## src/rtl/btn_cmd_source.sv

```systemverilog
// Debounced up/down button pair driving an 8-bit value; each change launches
// one SPI transfer through a start_tx/tx_done handshake, coalescing while busy.

module btn_chan #(
  parameter int DEBOUNCE_CYCLES = 270000,
  parameter int HOLD_CYCLES     = 13500000,
  parameter int REPEAT_CYCLES   = 2700000,
  parameter bit REPEAT_EN       = 1'b1
) (
  input  logic clk,
  input  logic reset,
  input  logic btn_n,
  output logic evt
);
  localparam int DW   = $clog2(DEBOUNCE_CYCLES + 1);
  localparam int HMAX = (HOLD_CYCLES > REPEAT_CYCLES) ? HOLD_CYCLES : REPEAT_CYCLES;
  localparam int HW   = $clog2(HMAX + 1);

  logic          sync1, sync2, stable, stable_q, first;
  logic [DW-1:0] db_cnt;
  logic [HW-1:0] hold_cnt, limit;
  logic          press, rpt;

  // hold_cnt == 0 means idle; otherwise it counts cycles since the last event
  assign press = stable_q & ~stable;
  assign limit = first ? HW'(HOLD_CYCLES) : HW'(REPEAT_CYCLES);
  assign rpt   = REPEAT_EN && !stable && (hold_cnt != '0) && (hold_cnt == limit);
  assign evt   = press | rpt;

  always_ff @(posedge clk) begin
    if (reset) begin
      sync1    <= 1'b1;
      sync2    <= 1'b1;
      stable   <= 1'b1;
      stable_q <= 1'b1;
      first    <= 1'b1;
      db_cnt   <= '0;
      hold_cnt <= '0;
    end else begin
      sync1    <= btn_n;
      sync2    <= sync1;
      stable_q <= stable;
      if (sync2 == stable)
        db_cnt <= '0;
      else if (db_cnt == DW'(DEBOUNCE_CYCLES - 1)) begin
        stable <= sync2;
        db_cnt <= '0;
      end else
        db_cnt <= db_cnt + 1'b1;

      if (stable)
        hold_cnt <= '0;
      else if (press) begin
        hold_cnt <= HW'(1);
        first    <= 1'b1;
      end else if (rpt) begin
        hold_cnt <= HW'(1);
        first    <= 1'b0;
      end else if (REPEAT_EN && hold_cnt != '0)
        hold_cnt <= hold_cnt + 1'b1;
    end
  end
endmodule

module btn_cmd_source #(
  parameter int         DEBOUNCE_CYCLES = 270000,
  parameter int         HOLD_CYCLES     = 13500000,
  parameter int         REPEAT_CYCLES   = 2700000,
  parameter bit         REPEAT_EN       = 1'b1,
  parameter logic [7:0] INIT_VALUE      = 8'h00
) (
  input  logic       clk,
  input  logic       reset,
  input  logic       btn1,
  input  logic       btn2,
  input  logic       tx_done,
  output logic [7:0] tx_data,
  output logic       start_tx,
  output logic [7:0] value,
  output logic       busy
);
  localparam int NUM_BTN = 2;

  typedef enum logic [1:0] {IDLE, BUSY, GAP} state_t;

  state_t             state;
  logic               dirty;
  logic [NUM_BTN-1:0] btn_raw, evt;

  assign btn_raw = {btn2, btn1};

  generate
    for (genvar i = 0; i < NUM_BTN; i++) begin : g_btn
      btn_chan #(
        .DEBOUNCE_CYCLES(DEBOUNCE_CYCLES),
        .HOLD_CYCLES    (HOLD_CYCLES),
        .REPEAT_CYCLES  (REPEAT_CYCLES),
        .REPEAT_EN      (REPEAT_EN)
      ) u_chan (
        .clk  (clk),
        .reset(reset),
        .btn_n(btn_raw[i]),
        .evt  (evt[i])
      );
    end
  endgenerate

  always_ff @(posedge clk) begin
    if (reset) begin
      value    <= INIT_VALUE;
      tx_data  <= INIT_VALUE;
      start_tx <= 1'b0;
      busy     <= 1'b0;
      dirty    <= 1'b0;
      state    <= IDLE;
    end else begin
      case (state)
        IDLE: if (dirty) begin
          tx_data  <= value;
          start_tx <= 1'b1;
          dirty    <= 1'b0;
          busy     <= 1'b1;
          state    <= BUSY;
        end
        BUSY: if (tx_done) begin
          start_tx <= 1'b0;
          state    <= GAP;
        end
        GAP: begin
          busy  <= 1'b0;
          state <= IDLE;
        end
        default: begin
          start_tx <= 1'b0;
          busy     <= 1'b0;
          state    <= IDLE;
        end
      endcase
      // placed after the launch so a change on the launch edge keeps dirty set
      if (evt[0] ^ evt[1]) begin
        value <= evt[0] ? value + 8'd1 : value - 8'd1;
        dirty <= 1'b1;
      end
    end
  end
endmodule

```

## config.mk

```make
export PLATFORM = sky130hd
export DESIGN_NAME = btn_cmd_source
export DESIGN_NICKNAME = d
export VERILOG_FILES = /design/src/rtl/btn_cmd_source.sv
export SDC_FILE = /design/constraint.sdc
export NUM_CORES = 1
export LEC_CHECK = 0
export CAP_MARGIN = 20
export CORE_UTILIZATION = 60
export DETAILED_ROUTE_END_ITERATION = 16
export MAX_ROUTING_LAYER = met4
export PLACE_DENSITY = 0.83
export SLEW_MARGIN = 0
export SYNTH_ARGS = -nofsm -noshare
export SYNTH_HDL_FRONTEND = slang
export SYNTH_SLANG_ARGS = --single-unit
```

## constraint.sdc

```tcl
create_clock -name clk -period 5 [get_ports clk]
set_input_delay 1.5 -clock clk [delete_from_list [all_inputs] [get_ports clk]]
set_output_delay 1.5 -clock clk [all_outputs]
set_load 0.005 [all_outputs]
```

==> results.json, run 1 <==
{
  "syn_to_final_growth_pct": 15.8,
  "post-synth-top-area-cell": "dfxtp_1",
  "io_buffers": 22,
  "post-cts-setup-buffers": 0,
  "chipHeight_um": 96.4,
  "crit_slowest_cell": "a2111oi_0",
  "yosysWarnings": 0,
  "setup_viol": 0,
  "hold_depth": 1,
  "synth_area_leaders": "dfxtp_1 44%, xor2_1 8.0%, nor2_1 7.5%",
  "cts_made_buffers": 17,
  "pin_count": 23,
  "crit_path_start_kind": "register",
  "hold_viol_final": 0,
  "cts_max_level": 4,
  "r2r_cells": 12,
  "synth.most_common_cell": "dfxtp_1",
  "syn_nets": 640,
  "skew_ps": 10.5,
  "cts.sink_count": 117,
  "die-area_um2": 9290,
  "placed_cells": 733,
  "r2r_end": "value[7]",
  "syn_area_um2": 5350,
  "drt_iter0_markers": 177,
  "drc_errors": 0,
  "critPathBufInv": 1,
  "floorplan.initialDensity_pct": 61.6,
  "slowest_delay_ps": 580,
  "post-route-period-util_pct": 83.5,
  "yosysSeqAreaShare_pct": 43.8,
  "critPathKind": "register to register",
  "min_period_ps": 4170,
  "n_antenna_cell": 0,
  "p_leak_nw": 2.13,
  "vias_per_cell": 5.74,
  "first_global_vias": 4105,
  "cp.arrival_ps": 4600,
  "antenna_left": 0,
  "ctsResizeCount": 0,
  "clock_path_buffers": 2,
  "synthFlopType": "dfxtp_1",
  "worst_slew_pin_slew_ps": 952,
  "hpwl_um": 7310,
  "synth_edf_count": 0,
  "holdCritStartpoint": "g_btn[0].u_chan.sync1",
  "r2r-start": "g_btn[0].u_chan.hold_cnt[18]",
  "syn_inst": 622,
  "slew_viol_final": 0,
  "yosysTopAreaCellShare_pct": 43.8,
  "timing.slew.headroom_pct": 36.4,
  "drive_gt1_share_pct": 7.46,
  "grt_max_degree": 32,
  "via_count": 4389,
  "synthArstFlopShare_pct": 0,
  "postSynthAreaPerCell_um2": 8.60,
  "min-delay-path-class": "register to register",
  "fp.coreArea_um2": 8680,
  "place_congestion": 0.918,
  "wl_per_cell_um": 14.7,
  "powerDensity_nw_per_um2": 340,
  "worstPathCellList": "nand2b_1, or4_1, a2111o_1, nand2_1, inv_1, ha_1, a211oi_1, o21bai_1, a2111oi_0, nor2_1, or4_1, o311ai_0",
  "fmax_mhz": 240,
  "ir_worst_vdd_uv": 221,
  "ys_ff_latch": 117,
  "grt_pass1_wl_um": 18200,
  "finalNetCount": 662,
  "p_total_mw": 2.11,
  "dr.pass1.iters": 5,
  "synth_common_cells": "117 x dfxtp_1, 107 x nor2_1, 66 x nand2_1",
  "cts_tree": "yes",
  "rows": 34,
  "path_max_fanout": 7,
  "cts_hold_buffers": 0,
  "crit_top_cell": "or4_1",
  "root_buffer": "clkbuf_8",
  "chipWidth_um": 96.4,
  "tns_ps": 0,
  "rsz0062_at_grt": "false",
  "rrSetupSlack_ps": 830,
  "path_delay_family": "compound AO/OA/AOI/OAI gates",
  "layoutNonFillerInstCount": 765,
  "outcome": "complete, no violations",
  "max-cap-violations": 0,
  "grtUsageTotal_pct": 26.3,
  "clock_latency_ps": 530,
  "endpoint_kind": "register",
  "ys_types": 42,
  "hold_end": "g_btn[0].u_chan.sync2",
  "overflow": 0,
  "antenna_found_initial": 0,
  "wirelength_um": 11200,
  "clkTransAtPathRegs_ps": 60,
  "worst_ep_required_time_ps": 5420
}
## sequential cells by signal, summed over array words and instances, names as in the netlist
register and flops:
g_btn.u_chan.sync1 2, g_btn.u_chan.hold_cnt 48, start_tx 1, busy 1, g_btn.u_chan.sync2 2, g_btn.u_chan.db_cnt 38, g_btn.u_chan.stable_q 2, dirty 1
tx_data 8, g_btn.u_chan.first 2, value 8, state 2, g_btn.u_chan.stable 2
## cell families after synthesis
family | Yosys count | share of synthesized area [%]
and+or+nand+nor | 322 | 29.3
muxes | 9 | 1.90
DFF | 117 | 43.8
xor gates and xnor gates | 78 | 12.8
adders and majority gates | 13 | 3.18
AOI/OAI and AO/OA | 49 | 6.51
buffers and inverters | 34 | 2.53
## area by class of cell
type / instances / area [um^2]
clock buffers: 20 / 435
clock inverters: 12 / 130
fillers: 624 / 2490
inverters: 14 / 52.6
multi-input cells: 471 / 2870
flip-flops and latches: 117 / 2340
well taps: 108 / 135
repair buffers: 23 / 228
## per-layer routing
metal | wire length (um) | part of all wire [%] | up-vias | GRT usage, %
met5 | 0 | 0 | - | -
li1 | - | - | 2164 | -
met3 | 531 | 4.7 | 21 | 7.36
met1 | 4890 | 44 | 2095 | 29.6
met4 | 164 | 1.5 | 0 | 9.19
met2 | 5630 | 50 | 109 | 44.8
## report_power, final
part           leakage, nW  internal [mW]  switching, mW
clock                0.263          0.720          0.435
sequential           0.943          0.935        0.00116
combinational        0.922        0.00601        0.00972
## placed cells by master (no fill, tap or decap), types with 5 or more instances in the layout
master,n
and3_1,17
mux2i_1,6
nor4_1,7
clkinvlp_4,5
ha_1,12
nor2_1,107
o21ai_0,10
nand2_1,66
dfxtp_1,117
a21oi_1,21
or3_1,12
xnor2_1,29
inv_1,14
and4_1,9
xor2_1,49
nand3_1,34
clkbuf_16,16
clkdlybuf4s50_1,22
nor3_1,24
nand4_1,11
nand4b_1,8
or2_2,9
## how the worst max path moves through the flow
stage | startpoint | endpoint | slack, ps | depth (start not counted)
after floorplan | g_btn[0].u_chan.hold_cnt[21] | value[7] | 1400 | 12
after global placement | g_btn[0].u_chan.hold_cnt[18] | value[7] | 1170 | 12
after detailed placement | g_btn[0].u_chan.hold_cnt[18] | value[7] | 910 | 12
after CTS | g_btn[0].u_chan.hold_cnt[18] | value[7] | 840 | 12
after global routing | g_btn[0].u_chan.hold_cnt[18] | value[7] | 480 | 12
final | g_btn[0].u_chan.hold_cnt[18] | value[7] | 830 | 12
## through the flow
stage	setup WS [ps]	utilization, %	cell area (um^2)	hold WS [ps]
3_5_place_dp	910	64.8	5630	398
5_1_grt	481	71.4	6190	428
2_1_floorplan	1400	-	5350	389
4_1_cts	836	71.4	6190	414
3_3_place_gp	1170	64.8	5630	392
6_report	825	71.4	6190	410
(Power assumes the default switching activity.)
==> inputs of run 2 (changes only) <==
- CORE_UTILIZATION: 60 -> 54
- PLACE_DENSITY: 0.83 -> 0.79
- clock period: 5 -> 3.6 ns (I/O delays scaled with it)
==> run 2 against run 1 <==
  * Clock-buffer cell count is 1 higher
  * Clock skew is essentially flat
  * Sequential power grew 39%
  * Largest cell class unchanged
  * Core utilization down 4.7 points
  * Final area increased by 1.4%
  * Clock power increased by 36%
  * Wire length decreased by 1.2%
  * First-iteration DRC count is 7.9% higher
  * Sequential share of layout area decreased by 0.51 points
==> results.json, run 2 (synthesized netlist as in run 1, its figures left out) <==
{
  "dp_slack_ps": -15.8,
  "via_count": 4383,
  "design_area_um2": 6280,
  "antenna_left": 0,
  "min_period_ps": 3420,
  "grt_pass1_wl_um": 19300,
  "slew_viol_final": 0,
  "skew_ps": 10.5,
  "chipWidth_um": 102,
  "powerDensity_nw_per_um2": 458,
  "critPathBufInv": 2,
  "timing.slew.headroom_pct": 48.3,
  "cts_made_buffers": 17,
  "syn_to_final_growth_pct": 17.5,
  "outcome": "complete, no violations",
  "setup_viol": 0,
  "io_buffers": 22,
  "worstPathCellList": "nand2_1, or4_1, a2111o_1, nand2_1, inv_1, buf_4, ha_1, o21ai_1, o21bai_1, a2111oi_2, nor2_1, or4_1, o311ai_0",
  "min-delay-path-class": "register to register",
  "worst-path-stages": 13,
  "grtUsageTotal_pct": 24.3,
  "clkTransAtPathRegs_ps": 60,
  "place_congestion": 0.841,
  "die-area_um2": 10300,
  "final_common_cell": "dfxtp_1",
  "n_antenna_cell": 0,
  "wl_per_cell_um": 13.9,
  "worst_ep_required_time_ps": 4000,
  "rows": 35,
  "top_layer": "met4",
  "ir_worst_vdd_uv": 329,
  "worst_slack_ps": 181,
  "worst_slew_pin_slew_ps": 774,
  "r2r_cells": 13,
  "drc_errors": 0,
  "vias_per_cell": 5.52,
  "drt-met1-wl_um": 5170,
  "p_total_mw": 2.88,
  "final_cell_mix": "116 x dfxtp_1, 107 x nor2_1, 66 x nand2_1",
  "wirelength_um": 11100,
  "hpwl_um": 7330,
  "clock_path_buffers": 2,
  "wl_met2_um": 5300,
  "grt_max_degree": 24,
  "cts.sink_count": 117,
  "chipHeight_um": 102,
  "reg.largest.list": "g_btn.u_chan.hold_cnt x48, g_btn.u_chan.db_cnt x38",
  "top_register": "g_btn.u_chan.hold_cnt",
  "path_max_fanout": 4,
  "critPathKind": "register to register",
  "cp.arrival_ps": 3820,
  "fill_cells": 727,
  "fmax_mhz": 292,
  "post-route-period-util_pct": 95.0,
  "max-cap-violations": 0,
  "drt_iter0_markers": 191,
  "rsz0062_at_grt": "false",
  "first_global_vias": 4277,
  "fp.coreArea_um2": 9420,
  "slowest_delay_ps": 470,
  "largest_reg_flops": 48,
  "pin_count": 23,
  "antenna_found_initial": 0,
  "root_buffer": "clkbuf_8",
  "overflow": 0,
  "drive_gt1_share_pct": 8.87,
  "dr.pass1.iters": 5,
  "p_leak_nw": 2.18,
  "crit_path_start_kind": "register",
  "crit_slowest_cell": "or4_1",
  "tns_ps": 0,
  "hold_depth": 1,
  "cts_max_level": 4,
  "floorplan.initialDensity_pct": 56.8,
  "hold_viol_final": 0,
  "place_area_um2": 5710,
  "path_delay_family": "simple AND/OR/NAND/NOR gates",
  "cts_hold_buffers": 0,
  "finalNetCount": 671,
  "clock_latency_ps": 510,
  "cts_tree": "yes",
  "endpoint_kind": "register",
  "wl_met3_um": 462
}
[run 2: cell type report]
cell class                 count  area [um^2]  area share [%]
clock buffer                  21          439            6.99
clock inverter                10          108            1.71
multi-input combinational    471         2880            45.9
inverter                      14         52.6           0.837
tap                          129          161            2.57
timing repair buffer          32          295            4.70
sequential                   117         2340            37.3
[run 2: worst paths after layout]
path	startpoint	endpoint	slack, ps
min	g_btn[1].u_chan.sync1	g_btn[1].u_chan.sync2	410
max	g_btn[0].u_chan.hold_cnt[14]	value[7]	180
max reg2reg	g_btn[0].u_chan.hold_cnt[14]	value[7]	180
min reg2reg	g_btn[1].u_chan.sync1	g_btn[1].u_chan.sync2	410
[run 2: metrics by stage]
stage	hold WS [ps]	util, %	std cells
2_1_floorplan	389	-	622
3_3_place_gp	393	60.7	762
3_5_place_dp	401	60.7	762
4_1_cts	413	66.6	793
5_1_grt	419	66.7	794
6_report	409	66.7	794
[run 2: what timing repair did]
| action | in CTS | in global routing |
|---|---|---|
| setup buffers | 0 | 1 |
| pin swaps | 0 | 2 |
| endpoints found under the hold margin | 0 | 0 |
| endpoints found under the setup margin | 1 | 1 |
| gates resized for setup | 1 | 3 |
[run 2: power breakdown]
part	internal, mW	switching, mW
Clock	0.990	0.567
Sequential	1.30	0.00142
Combinational	0.00837	0.0139
[run 2: routing by layer]
| layer | track usage, % | vias up |
|---|---|---|
| met2 | 38.9 | 104 |
| li1 | - | 2182 |
| met3 | 5.87 | 19 |
| met5 | - | - |
| met4 | 7.25 | 0 |
| met1 | 30.3 | 2078 |
